[config.mk]
export PLATFORM = sky130hd
export DESIGN_NAME = mdu_seq
export DESIGN_NICKNAME = d
export VERILOG_FILES = /design/src/rtl/mdu_seq.sv
export SDC_FILE = /design/constraint.sdc
export NUM_CORES = 1
export LEC_CHECK = 0
export CELL_PAD_IN_SITES_DETAIL_PLACEMENT = 2
export CELL_PAD_IN_SITES_GLOBAL_PLACEMENT = 2
export CORE_ASPECT_RATIO = 2
export CORE_MARGIN = 10
export CORE_UTILIZATION = 35
export CTS_CLUSTER_SIZE = 28
export DETAILED_ROUTE_END_ITERATION = 16
export GPL_TIMING_DRIVEN = 0
export PLACE_DENSITY_LB_ADDON = 0.1
export SLEW_MARGIN = 30
export SYNTH_ARGS = -nofsm -noshare
export SYNTH_HDL_FRONTEND = slang
export SYNTH_SLANG_ARGS = --single-unit
export TNS_END_PERCENT = 10
[constraint.sdc]
create_clock -name clk -period 5.19 [get_ports clk]
set_input_delay 1.038 -clock clk [delete_from_list [all_inputs] [get_ports clk]]
set_output_delay 1.038 -clock clk [all_outputs]
set_load 0.05 [all_outputs]
[src/rtl/mdu_seq.sv]
// mdu_seq -- iterative RV32M multiply/divide sequencer.
//
// Executes MUL/MULH/MULHSU/MULHU/DIV/DIVU/REM/REMU over multiple cycles, so the
// single-cycle ALU needs no array multiplier or divider. Multiplies use
// shift-add on operand magnitudes; divides use restoring division on
// magnitudes. Sign correction is applied in a dedicated FIX state.
//
// Ports:
//   clk, rst_n         clock (rising edge), asynchronous active-low reset
//   flush              synchronous kill of the in-flight operation
//   in_valid/in_ready  request handshake (in_ready = state is IDLE)
//   op, a, b           funct3 and rs1/rs2 operands, latched on accept
//   out_valid/out_ready result handshake, result held while stalled
//   result             operation result
//   busy               state is not IDLE
//
// Optional feature macro: MDU_FAST_MUL_EN
//   When defined, multiplies are computed combinationally and registered on
//   the accept edge. When undefined, no combinational multiplier exists.
module mdu_seq #(
  parameter int XLEN  = 32,
  parameter int CNT_W = 6
) (
  input  logic            clk,
  input  logic            rst_n,
  input  logic            flush,
  input  logic            in_valid,
  output logic            in_ready,
  input  logic [2:0]      op,
  input  logic [XLEN-1:0] a,
  input  logic [XLEN-1:0] b,
  output logic            out_valid,
  input  logic            out_ready,
  output logic [XLEN-1:0] result,
  output logic            busy
);

  typedef enum logic [1:0] {IDLE, CALC, FIX, DONE} state_t;

  localparam logic [2:0] OP_MUL = 3'b000;
  localparam logic [2:0] OP_DIV = 3'b100;
  localparam logic [2:0] OP_REM = 3'b110;

  state_t            state;
  logic [CNT_W-1:0]  cnt;
  logic [2:0]        op_r;
  logic              neg_r;
  // Multiply: {partial product high, multiplier/low product}.
  // Divide:   {partial remainder, dividend/quotient}.
  logic [2*XLEN-1:0] acc;
  // Multiplicand (multiply) or divisor (divide) magnitude.
  logic [XLEN-1:0]   dvs;

  function automatic logic [XLEN-1:0] cneg(input logic [XLEN-1:0] v, input logic n);
    return n ? (~v + 1'b1) : v;
  endfunction

  function automatic logic [2*XLEN-1:0] cneg_w(input logic [2*XLEN-1:0] v, input logic n);
    return n ? (~v + 1'b1) : v;
  endfunction

  assign in_ready = (state == IDLE);
  assign busy     = (state != IDLE);

  // Request decode: signedness, magnitudes and special cases
  logic            a_sgn, b_sgn, neg_a, neg_b;
  logic [XLEN-1:0] mag_a, mag_b;
  logic            b_zero, div_ovf, special;
  logic [XLEN-1:0] special_res;
  logic            neg_in;

  always_comb begin
    // a is signed for MUL, MULH, MULHSU, DIV, REM; b for MUL, MULH, DIV, REM.
    a_sgn   = op[2] ? ~op[0] : (op != 3'b011);
    b_sgn   = op[2] ? ~op[0] : ~op[1];
    neg_a   = a_sgn & a[XLEN-1];
    neg_b   = b_sgn & b[XLEN-1];
    mag_a   = cneg(a, neg_a);
    mag_b   = cneg(b, neg_b);
    b_zero  = (b == '0);
    div_ovf = ((op == OP_DIV) || (op == OP_REM)) &&
              (a == {1'b1, {(XLEN-1){1'b0}}}) && (b == '1);
    special = op[2] & (b_zero | div_ovf);
    if (b_zero)
      special_res = op[1] ? a : '1;
    else
      special_res = op[1] ? '0 : a;
    // Remainder follows the dividend sign; product and quotient follow the XOR.
    neg_in  = (op[2] & op[1]) ? neg_a : (neg_a ^ neg_b);
  end

`ifdef MDU_FAST_MUL_EN
  logic signed [2*XLEN-1:0] fast_a, fast_b, fast_p;
  logic [XLEN-1:0]          fast_res;

  always_comb begin
    fast_a   = {{XLEN{a_sgn & a[XLEN-1]}}, a};
    fast_b   = {{XLEN{b_sgn & b[XLEN-1]}}, b};
    fast_p   = fast_a * fast_b;
    fast_res = (op == OP_MUL) ? fast_p[XLEN-1:0] : fast_p[2*XLEN-1:XLEN];
  end
`endif

  // One iteration of shift-add multiply and restoring divide
  logic [XLEN:0]     mul_sum;
  logic [2*XLEN-1:0] mul_next;
  logic [XLEN:0]     div_sh, div_diff;
  logic [2*XLEN-1:0] div_next;

  always_comb begin
    mul_sum  = {1'b0, acc[2*XLEN-1:XLEN]} + (acc[0] ? {1'b0, dvs} : {(XLEN+1){1'b0}});
    mul_next = {mul_sum, acc[XLEN-1:1]};
    div_sh   = {acc[2*XLEN-1:XLEN], acc[XLEN-1]};
    div_diff = div_sh - {1'b0, dvs};
    // A borrow means the shifted remainder is below the divisor: restore.
    if (div_diff[XLEN])
      div_next = {div_sh[XLEN-1:0], acc[XLEN-2:0], 1'b0};
    else
      div_next = {div_diff[XLEN-1:0], acc[XLEN-2:0], 1'b1};
  end

  // Sign correction and result selection
  logic [2*XLEN-1:0] prod;
  logic [XLEN-1:0]   fix_res;

  always_comb begin
    prod = cneg_w(acc, neg_r);
    if (op_r[2])
      fix_res = op_r[1] ? cneg(acc[2*XLEN-1:XLEN], neg_r) : cneg(acc[XLEN-1:0], neg_r);
    else
      fix_res = (op_r == OP_MUL) ? prod[XLEN-1:0] : prod[2*XLEN-1:XLEN];
  end

  // Sequencer
  always_ff @(posedge clk or negedge rst_n) begin
    if (!rst_n) begin
      state     <= IDLE;
      cnt       <= '0;
      op_r      <= '0;
      neg_r     <= 1'b0;
      acc       <= '0;
      dvs       <= '0;
      out_valid <= 1'b0;
      result    <= '0;
    end else if (flush) begin
      state     <= IDLE;
      cnt       <= '0;
      out_valid <= 1'b0;
    end else begin
      case (state)
        IDLE: begin
          if (in_valid) begin
            op_r  <= op;
            neg_r <= neg_in;
            acc   <= {{XLEN{1'b0}}, (op[2] ? mag_a : mag_b)};
            dvs   <= op[2] ? mag_b : mag_a;
            cnt   <= '0;
            if (special) begin
              result    <= special_res;
              out_valid <= 1'b1;
              state     <= DONE;
            end
`ifdef MDU_FAST_MUL_EN
            else if (!op[2]) begin
              result    <= fast_res;
              out_valid <= 1'b1;
              state     <= DONE;
            end
`endif
            else begin
              state <= CALC;
            end
          end
        end
        CALC: begin
          acc <= op_r[2] ? div_next : mul_next;
          if (cnt == CNT_W'(XLEN-1)) begin
            cnt   <= '0;
            state <= FIX;
          end else begin
            cnt <= cnt + CNT_W'(1);
          end
        end
        FIX: begin
          result    <= fix_res;
          out_valid <= 1'b1;
          state     <= DONE;
        end
        DONE: begin
          if (out_ready) begin
            out_valid <= 1'b0;
            state     <= IDLE;
          end
        end
        default: state <= IDLE;
      endcase
    end
  end

endmodule
==> flow_summary.ini <==
[outcome]
outcome = complete, no violations

[yosys]
ys.flop_type = dfrtp_1
synth.avg_cell_area_um2 = 7.392
synth_top_area_cell = dfrtp_1
synth_nets = 2252
yosys.area_share.simple_pct = 20.56
synth_top_family_by_area = compound AO/OA/AOI/OAI gates
synth_compound_area_share_pct = 28.00
synthXorXnorAreaFrac_pct = 10.14
ys_warn_count = 0
syn-instance-count = 2104
synth_seq_area_share_pct = 22.69
yosysTopAreaCellShare_pct = 22.69
synth_adder_area_share_pct = 7.627
ys_seq_elements = 141
synth_area_leaders = dfrtp_1, o21ai_0, nand2_1
muxShareOfSynthArea_pct = 5.374
synth_edf_count = 0
async_reset_ff_share_pct = 100.0
synth_cell_type_count = 84
mappedNetlistArea_um2 = 15550

[placement]
gp_congestion = 1.086
placed_cell_area_um2 = 17330
dp_hpwl_mm = 77.15
io_buffers = 102

[layout]
final_nets = 2375
nFillCells = 5291
areaGrowthSynthToFinish_pct = 15.36
drive_gt1_share_pct = 5.402
seq_area_um2 = 3528
final_cell_area_um2 = 17940
multi_input_area_um2 = 11190

[clock_tree]
numClockSinks = 141
numCtsBuffers = 17
post-cts-setup-buffers = 0
cts_htree_levels = 4
root_buffer = clkbuf_16
clk_path_buf_depth = 2
clk-insertion-delay-late_ns = 0.50
cts_tree = yes
hold_buffers = 0
clkTransAtPathRegs_ns = 0.08

[sta]
period_share_pct = 98.79
period_minus_slack_ns = 5.127
rsz0062_at_grt = false
tns_ns = 0
fin_skew_ns = 0.01648
slew_headroom_pct = 25.26
setup_viol = 0
tightest_slew_ns = 1.121
finalHoldViolations = 0
holdWs_ns = 0.4813
max_freq_ghz = 0.1950
drv_slew = 0

[die]
die_area_um2 = 53780
ios = 107
die_y_um = 318.1
rows = 109
die_x_um = 169.1
initial_core_util_pct = 35.31
core-area_um2 = 44050

[hold_path]
hold_path_class = reg -> reg

[detailed_routing]
drt_iter0_drc = 951
firstDrtPassIters = 7
drc = 0
drt-total-wl_mm = 93.68
vias_per_cell = 6.398
vias = 17900
ant_nets = 0
post_drt_wl_per_cell_um = 33.49

[setup_path]
slowest_delay_ns = 0.81
cp_slowest_cell = o31ai_2
crit_arrival_ns = 5.53
critPathMaxFanout = 10
path_class = reg -> reg
critPathLaunchType = flop
critPathRequiredTime_ns = 5.59
crit_chain = inv_1, clkbuf_2, ha_1, nand4_1, or4b_1, clkbuf_1, o31ai_2, xnor2_1, nand2_1, a31oi_1, a21oi_1, o21ai_0
crit_path_end_kind = flop

[power_and_ir_drop]
power_density_nw_per_um2 = 731.4
leakagePower_nw = 7.302
peakVddDrop_mv = 0.3328

[global_route]
grt_pass1_vias = 20110
grt_max_degree = 74
antenna_found_initial = 3
grt_first_pass_wirelength_mm = 135.5
track_usage_pct = 34.22
grt_overflow = 0

[run]
drv_cap = 0
[final timing paths]
check                        from        end  slack (ns)  depth (start not counted)
min                        dvs[6]     dvs[6]        0.48                          2
max reg2reg                acc[0]  result[6]        0.06                         12
max in group asynchronous   rst_n  result[9]        3.80                          2
max                        acc[0]  result[6]        0.06                         12
min reg2reg                dvs[6]     dvs[6]        0.48                          2
min in group asynchronous   rst_n    acc[39]        0.50                          1
[worst max-delay path, delay by kind of cell, from the launching register on]
family	cells	cell delay [ns]
flops	1	0.44
fa+ha+maj	1	0.31
xor+xnor	1	0.20
simple gates	3	1.10
buf+inv	3	1.15
compound gates	4	1.82
[registers in the layout (all words and copies together), names as in the netlist]
signal     flops
op_r           3
cnt            6
dvs           32
out_valid      1
acc           64
neg_r          1
state          2
result        32
[metal layers]
metal / track usage, % / vias to the layer above / wire length [um]
li1: - / 7887 / -
met4: 32.09 / 0 / 10480
met5: 0 / - / 0
met1: 29.93 / 9051 / 29480
met2: 63.37 / 614 / 49960
met3: 5.943 / 344 / 3752
[cell usage after synthesis (all sizes together), types with 24 or more instances]
master	n
nor3	33
inv	79
a21oi	179
mux2	26
clkbuf	126
o31ai	38
nor2	188
o21ai	228
xor2	84
a21o	25
a211oi	30
mux2i	52
nand2	258
o211ai	29
o41ai	24
xnor2	96
a31oi	24
dfrtp	141
nand3	39
ha	74
[through the flow]
step / cells / util [%] / power, mW / worst slack [ns]
5_1_grt: 2795 / 40.72 / 13.78 / 0.02535
4_1_cts: 2794 / 40.65 / 12.78 / 0.08155
3_3_place_gp: 2761 / 39.20 / 11.07 / -3.358
2_1_floorplan: 2104 / - / 7.738 / 1.516
6_report: 2797 / 40.73 / 13.12 / 0.06262
3_5_place_dp: 2762 / 39.33 / 11.40 / -0.1657
[where the power goes]
part           switching, mW  internal [mW]
Sequential             0.495           1.52
Clock                  0.651          0.677
Combinational           6.79           2.99
[area by class of cell]
| cell class | count | share of cell area (%) |
|---|---|---|
| antenna | 2 | 0.02790 |
| buffer | 146 | 3.222 |
| clock buffer | 18 | 2.392 |
| clock inverter | 14 | 0.8299 |
| inverter | 79 | 1.653 |
| multi-input combinational | 1737 | 62.36 |
| sequential | 141 | 19.67 |
| tap | 555 | 3.871 |
| timing repair buffer | 105 | 5.977 |
[cell families after synthesis]
| group | count (synthesis) |
|---|---|
| mux | 79 |
| xor+xnor | 180 |
| fa+ha+maj | 98 |
| simple gates | 685 |
| flops | 141 |
| buf+inv | 226 |
| compound gates | 695 |
[layout by cell type (no fill, tap or decap), drive strengths merged, types with 8 or more instances in the layout]
master,instances
nand2,258
o21ai,228
nor2,188
a21oi,179
clkbuf,144
dfrtp,141
clkdlybuf4s50,101
xnor2,96
inv,86
xor2,84
ha,74
mux2i,52
nand3,39
o31ai,38
nor3,33
a211oi,30
o211ai,29
mux2,26
a21o,25
a31oi,24
o41ai,24
buf,24
a22oi,23
nor4,23
nand2b,22
maj3,22
nand4,20
or4,19
or3,16
or2,14
and2,13
o221ai,13
and3,10
a221oi,10
nor2b,8
[timing repair]
action	CTS	global route
pin swaps	0	0
gates resized for setup	1	1
endpoints found under the setup margin	1	12
(Power assumes the default switching activity.)
